===== src/rtl/wormhole_port_scheduler_pkg.sv =====
// wormhole_port_scheduler_pkg
//   Shared constants for the per-output-port wormhole scheduler.
//   Holds the flit type codes, the input port indices (L, N, E, W, S),
//   the scheduler FSM state encoding and the default packet-length width.
package wormhole_port_scheduler_pkg;

  localparam int unsigned DEF_LEN_W = 12;

  // Flit type field, taken from FIFO data [31:29]
  localparam logic [2:0] FLIT_HEADER = 3'b001;
  localparam logic [2:0] FLIT_BODY   = 3'b010;
  localparam logic [2:0] FLIT_TAIL   = 3'b100;

  // Input port indices
  localparam int unsigned PORT_L = 0;
  localparam int unsigned PORT_N = 1;
  localparam int unsigned PORT_E = 2;
  localparam int unsigned PORT_W = 3;
  localparam int unsigned PORT_S = 4;

  typedef enum logic {
    ST_IDLE = 1'b0,
    ST_LOCK = 1'b1
  } sched_state_e;

endpackage


===== src/rtl/wormhole_port_scheduler_rr_pick.sv =====
// wormhole_port_scheduler_rr_pick (rr_pick)
//   Combinational round-robin priority selector. Returns the first set
//   candidate at or after ptr, searching upward and wrapping from N-1 to 0.
//   Reusable by any allocator that needs a rotating-priority pick.
// Ports:
//   cand  in  N      candidate request vector
//   ptr   in  PTR_W  highest-priority index (must be < N)
//   win   out N      one-hot winner, '0 when no candidate
//   valid out 1      a winner exists
module wormhole_port_scheduler_rr_pick #(
  parameter int unsigned N     = 5,
  parameter int unsigned PTR_W = 3
) (
  input  logic [N-1:0]     cand,
  input  logic [PTR_W-1:0] ptr,
  output logic [N-1:0]     win,
  output logic             valid
);

  always_comb begin
    int unsigned      sum;
    logic [PTR_W-1:0] pos;
    win   = '0;
    valid = 1'b0;
    sum   = 0;
    pos   = '0;
    for (int unsigned k = 0; k < N; k++) begin
      sum = 32'(ptr) + k;
      if (sum >= N) sum = sum - N;
      pos = PTR_W'(sum);
      if (!valid && cand[pos]) begin
        win[pos] = 1'b1;
        valid    = 1'b1;
      end
    end
  end

endmodule


===== src/rtl/wormhole_port_scheduler.sv =====
// wormhole_port_scheduler
//   Wormhole round-robin scheduler for one router output port. Locks the
//   output to one input from header to tail (or until the length count
//   runs out) and drives the FIFO read grants and the crossbar select.
// Ports:
//   clk        in  1             router clock
//   rst        in  1             synchronous active-high reset
//   req        in  NPORTS        per-input ready toward this output
//   flit_type  in  3*NPORTS      per-input head flit type, port i at [3i+2:3i]
//   pkt_len    in  LEN_W*NPORTS  flits after the header, valid on header
//   dcts       in  1             downstream clear-to-send
//   grant      out NPORTS        one-hot read enable to the owning FIFO
//   sel        out NPORTS        one-hot crossbar select
//   busy       out 1             port locked to an owner
//   err        out 1             one-cycle pulse on protocol/timeout fault
// Build option:
//   SCHED_TIMEOUT_EN  adds a stall watchdog that drops the lock after
//                     TIMEOUT_CYCLES consecutive ungranted LOCK cycles.
module wormhole_port_scheduler
  import wormhole_port_scheduler_pkg::*;
#(
  parameter int unsigned NPORTS         = 5,
  parameter int unsigned LEN_W          = DEF_LEN_W,
  parameter int unsigned TIMEOUT_CYCLES = 1024
) (
  input  logic                    clk,
  input  logic                    rst,
  input  logic [NPORTS-1:0]       req,
  input  logic [3*NPORTS-1:0]     flit_type,
  input  logic [LEN_W*NPORTS-1:0] pkt_len,
  input  logic                    dcts,
  output logic [NPORTS-1:0]       grant,
  output logic [NPORTS-1:0]       sel,
  output logic                    busy,
  output logic                    err
);

  localparam int unsigned PTR_W = (NPORTS > 1) ? $clog2(NPORTS) : 1;
  localparam logic [LEN_W:0] CNT_ONE = (LEN_W+1)'(1);

  sched_state_e     state_q, state_d;
  logic [PTR_W-1:0] rr_ptr_q, rr_ptr_d;
  logic [PTR_W-1:0] owner_q, owner_d;
  logic [LEN_W:0]   cnt_q, cnt_d;
  logic             first_q, first_d;
  logic             err_q, err_d;

`ifdef SCHED_TIMEOUT_EN
  localparam int unsigned STALL_W = (TIMEOUT_CYCLES > 1) ? $clog2(TIMEOUT_CYCLES) : 1;
  localparam logic [STALL_W-1:0] STALL_LIMIT = STALL_W'(TIMEOUT_CYCLES - 1);
  logic [STALL_W-1:0] stall_q, stall_d;
`endif

  logic [NPORTS-1:0] cand;
  logic [NPORTS-1:0] win_oh;
  logic              win_valid;
  logic [PTR_W-1:0]  win_idx;
  logic [LEN_W-1:0]  win_len;
  logic [NPORTS-1:0] owner_oh;
  logic [2:0]        owner_ft;
  logic [PTR_W-1:0]  nxt_ptr;
  logic              grant_ok;

  // Header candidates and per-owner views; constant-index loops keep every
  // select static so no variable part-select width games are needed.
  always_comb begin
    cand     = '0;
    win_idx  = '0;
    win_len  = '0;
    owner_oh = '0;
    owner_ft = '0;
    for (int unsigned i = 0; i < NPORTS; i++) begin
      cand[i] = req[i] && (flit_type[3*i +: 3] == FLIT_HEADER);
      if (win_oh[i]) begin
        win_idx = PTR_W'(i);
        win_len = pkt_len[LEN_W*i +: LEN_W];
      end
      if (owner_q == PTR_W'(i)) begin
        owner_oh[i] = 1'b1;
        owner_ft    = flit_type[3*i +: 3];
      end
    end
  end

  wormhole_port_scheduler_rr_pick #(
    .N     (NPORTS),
    .PTR_W (PTR_W)
  ) u_rr_pick (
    .cand  (cand),
    .ptr   (rr_ptr_q),
    .win   (win_oh),
    .valid (win_valid)
  );

  assign nxt_ptr  = (owner_q == PTR_W'(NPORTS - 1)) ? '0 : owner_q + PTR_W'(1);
  // Grant depends only on registered ownership plus req/dcts, never on flit_type.
  assign grant_ok = (state_q == ST_LOCK) && ((req & owner_oh) != '0) && dcts;
  assign grant    = grant_ok ? owner_oh : '0;
  assign sel      = (state_q == ST_LOCK) ? owner_oh : '0;
  assign busy     = (state_q == ST_LOCK);
  assign err      = err_q;

  always_comb begin
    state_d  = state_q;
    rr_ptr_d = rr_ptr_q;
    owner_d  = owner_q;
    cnt_d    = cnt_q;
    first_d  = first_q;
    err_d    = 1'b0;
`ifdef SCHED_TIMEOUT_EN
    stall_d  = '0;
`endif
    case (state_q)
      ST_IDLE: begin
        if (win_valid) begin
          owner_d = win_idx;
          cnt_d   = {1'b0, win_len} + CNT_ONE;
          first_d = 1'b1;
          state_d = ST_LOCK;
        end
      end
      ST_LOCK: begin
        if (grant_ok) begin
          cnt_d   = cnt_q - CNT_ONE;
          first_d = 1'b0;
          // "cnt still at its initial value" is tracked by first_q
          if ((owner_ft == FLIT_HEADER) && !first_q) err_d = 1'b1;
          if ((cnt_q == CNT_ONE) || (owner_ft == FLIT_TAIL)) begin
            state_d  = ST_IDLE;
            rr_ptr_d = nxt_ptr;
          end
        end
`ifdef SCHED_TIMEOUT_EN
        else if (stall_q == STALL_LIMIT) begin
          state_d  = ST_IDLE;
          rr_ptr_d = nxt_ptr;
          err_d    = 1'b1;
        end else begin
          stall_d = stall_q + STALL_W'(1);
        end
`endif
      end
      default: state_d = ST_IDLE;
    endcase
  end

  always_ff @(posedge clk) begin
    if (rst) begin
      state_q  <= ST_IDLE;
      rr_ptr_q <= '0;
      owner_q  <= '0;
      cnt_q    <= '0;
      first_q  <= 1'b0;
      err_q    <= 1'b0;
`ifdef SCHED_TIMEOUT_EN
      stall_q  <= '0;
`endif
    end else begin
      state_q  <= state_d;
      rr_ptr_q <= rr_ptr_d;
      owner_q  <= owner_d;
      cnt_q    <= cnt_d;
      first_q  <= first_d;
      err_q    <= err_d;
`ifdef SCHED_TIMEOUT_EN
      stall_q  <= stall_d;
`endif
    end
  end

endmodule

===== config.mk =====
export PLATFORM = sky130hd
export DESIGN_NAME = wormhole_port_scheduler
export DESIGN_NICKNAME = d
export VERILOG_FILES = /design/src/rtl/wormhole_port_scheduler_pkg.sv /design/src/rtl/wormhole_port_scheduler_rr_pick.sv /design/src/rtl/wormhole_port_scheduler.sv
export SDC_FILE = /design/constraint.sdc
export NUM_CORES = 1
export LEC_CHECK = 0
export CAP_MARGIN = 20
export CORE_MARGIN = 2
export CORE_UTILIZATION = 45
export CTS_CLUSTER_SIZE = 28
export DETAILED_ROUTE_END_ITERATION = 6
export PLACE_DENSITY = 0.75
export SLEW_MARGIN = 20
export SYNTH_ARGS = -nofsm -noshare
export SYNTH_HDL_FRONTEND = slang
export SYNTH_HIERARCHICAL = 1
export SYNTH_SLANG_ARGS = --single-unit

===== constraint.sdc =====
create_clock -name clk -period 5.8 [get_ports clk]
set_input_delay 0.58 -clock clk [delete_from_list [all_inputs] [get_ports clk]]
set_output_delay 0.58 -clock clk [all_outputs]
set_load 0.005 [all_outputs]

==> flow_summary.toml <==
[sta]
fin_skew_ps = 5.57
min_period_ps = 5440
setup_violations = 0
hold_violations = 0
fmax_mhz = 184
fin_crit_sh_pct = 93.8
worstMarginPinSlew_ps = 894
grt_setup_unrepaired = "false"
drv_slew = 0
relSlewSlack_pct = 39.9

[outcome]
outcome = "finished, final reports clean"

[worst_setup_path]
r2r_cells = 16
critPathSlowestCell = "o311ai_2"
cp-end-kind = "flip-flop"
cp-start-kind = "flip-flop"
crit_type = "flip-flop to flip-flop"
rrSetupSlack_ps = 360
worstPathRequired_ps = 5990
slowest_delay_ps = 700
r2r_end = "cnt_q[12]"
worstPathMaxFanout = 10
arrival_ps = 5630
path_cells = "inv_1, ha_1, a211oi_1, mux2i_1, mux2i_1, o211ai_1, a2111oi_4, nand3_2, o311ai_2, or2b_1, o22ai_1, nor3_4, a21oi_1, or4_4, or3_1, a21oi_1"
timing.rr.start = "rr_ptr_q[1]"

[routing]
viasPerCell = 6.24
wire_per_inst_um = 17.8
drt_first_pass_iters = 7
detail-route-antenna-nets = 0
drcViolationCount = 0
vias = 4271
finalWirelength_mm = 12.2
drt_iter0_markers = 337

[final_layout]
nFillCells = 739
fin_nets = 685
drive_above_1_share_pct = 8.92
final_core_util_pct = 60.5
antenna_cells = 0
regArea_um2 = 442
final_area_mm2 = 0.00467
multiInputGateArea_mm2 = 0.00289
syn2layout_area_growth_pct = 30.6

[clocking]
cts_tree = "built"
postCtsSetupBuffers = 0
clock_latency_ps = 260
clock_sinks = 22
clk_pin_slew_ps = 80
htreeDepth = 1
cts_buffer_depth = 2
clock-root-buffer = "clkbuf_8"
cts_made_buffers = 3

[job]
maxCapViolCount = 0

[min_path]
hp-class = "flip-flop to flip-flop"
whs_endpoint = "err"
worst_hold_startpoint = "first_q"
holdPathStages = 1

[pwr]
cellPowerDensity_mw_per_mm2 = 145
max-vdd-ir-drop_v = 0.0000864
total_leakage_power_uw = 0.00164

[die]
die_w_um = 93.2
fp.dieH_um = 93.2
num_rows = 32
io_pins = 95
start_util_pct = 46.3
dieArea_mm2 = 0.00868
design.core.area_mm2 = 0.00773

[yosys]
yosys.area.top_type_share_pct = 12.3
synth-main-ff-cell = "dfxtp_1"
synth_cell_types = 88
syn_inst = 496
synth_area_mm2 = 0.00358
synth_edf_count = 0
ys_ff_latch = 22
seq_area_frac_synth_pct = 12.3
synth_largest_area_cell = "dfxtp_1"
synth_area_per_cell_um2 = 7.21
ys_warn_count = 6
synthTopCellsByArea = "dfxtp_1 12%, ha_1 5.6%, a21oi_1 5.2%, nand2_1 4.7%, nor2_1 3.7%"
ys_async_sr_fraction_pct = 0
synth_nets = 596

[global_route]
grt_pass1_wl_mm = 19.2
grt_pass1_vias = 3959
grt_util_met1_pct = 37.7
met3_usage_pct = 2.18
antenna_found_initial = 0
grt_util_met2_pct = 45.9
grt_overflow = 0
busiest_layer = "met2"
grt_max_degree = 37
grt_usage_pct = 27.1

[placed_design]
dp.final_hpwl_mm = 9.74
routabilityCongestion = 0.968
port_buffers = 94
place_area_mm2 = 0.00461
==> critical path, delay by kind of cell, from the launching register on <==
kind | cells | cell delay (ps)
compound gates | 7 | 2200
fa+ha+maj | 1 | 340
buf+inv | 1 | 190
flops | 1 | 480
mux | 2 | 510
simple gates | 5 | 1660
==> cells in the mapped netlist (4+ instances only) <==
library cell   n
nand2_1       45
a21oi_1       37
nor2_1        35
o21ai_0       25
inv_1         24
dfxtp_1       22
nor3_1        21
nand3_1       19
a211oi_1      16
ha_1          16
clkbuf_1      13
nor2b_1       13
and3_1        12
o22ai_1        9
and2_1         8
nor4_1         8
o211ai_1       8
a221oi_1       7
nand2b_1       7
xnor2_1        7
a211o_1        5
buf_2          5
buf_4          5
buf_6          5
mux2i_1        5
or4_1          5
a21boi_0       4
a31oi_1        4
nand4_1        4
nor3b_1        4
o21ai_1        4
o221ai_1       4
o31ai_1        4
==> registers in the layout, summed over array words and instances (netlist names) <==
name,count
cnt_q,13
owner_q,3
rr_ptr_q,3
busy,1
err,1
first_q,1
==> where the power goes <==
group,internal (uW),switching [uW],leakage (uW)
Sequential,169,27.3,0.000180
Combinational,176,208,0.00144
Clock,46.4,49.2,0.0000216
==> worst max-delay path by stage <==
stage | to | cells after the start | slack (ps) | start
2_1_floorplan | cnt_q[12] | 21 | 950 | rr_ptr_q[0]
3_3_place_gp | cnt_q[12] | 17 | -40 | req[1]
3_5_place_dp | cnt_q[12] | 17 | 10 | req[0]
4_1_cts | cnt_q[12] | 15 | 120 | rr_ptr_q[2]
5_1_grt | cnt_q[10] | 17 | 40 | rr_ptr_q[0]
6_report | cnt_q[12] | 16 | 360 | rr_ptr_q[1]
==> final cells by class <==
| type | count | area share, % |
|---|---|---|
| Sequential cell | 22 | 9.45 |
| Multi-Input combinational cell | 420 | 61.8 |
| Tap cell | 102 | 2.73 |
| Inverter | 26 | 2.09 |
| Timing Repair Buffer | 112 | 23.0 |
| Clock buffer | 3 | 0.883 |
==> kinds of logic after synthesis <==
family,Yosys count,synth area share (%)
buffers and inverters,54,7.41
multiplexers,9,3.57
adder cells (fa/ha/maj),17,6.15
XOR/XNOR,9,2.41
AND/OR/NAND/NOR,211,32.3
flip-flops,22,12.3
AO/OA/AOI/OAI,174,35.8
==> timing repair <==
item,CTS,global route
setup endpoints to repair,0,6
endpoints found under the hold margin,0,0
resized for setup,0,3
hold buffers,0,0
==> through the flow <==
stage | hold WS, ps | std cells | setup WS, ps | TNS [ps] | total power [uW]
after floorplan | 396 | 496 | 948 | 0 | 434
after global placement | 427 | 682 | -37.6 | -37.6 | 569
after detailed placement | 422 | 682 | 15.0 | 0 | 575
after CTS | 433 | 685 | 115 | 0 | 670
after global routing | 462 | 685 | 41.4 | 0 | 722
final | 432 | 685 | 360 | 0 | 676
==> cell usage in the layout, fill, tap and decap left out, drive strengths merged, types with 4 or more instances in the layout <==
cell type       n
nor3           23
nor4            8
nand3          20
a211o           5
clkdlybuf4s50  94
dfxtp          22
or4             6
a211oi         16
a21oi          37
nand2b          7
ha             16
mux2i           6
a221oi         10
or2             4
o211ai          8
and3           12
buf            18
a31oi           4
xnor2           7
nand2          46
nor2           35
nand4           5
o221ai          4
o31ai           6
inv            25
o22ai          10
nor3b           4
nor2b          13
o21ai          30
and2            8
a21boi          5
==> metal layers <==
layer	part of all wire, %	wire, um
met1	44	5410
met5	0	0
met3	6.5	792
met2	48	5820
met4	1.4	172
Note: power is estimated with default switching activity, not from simulation.
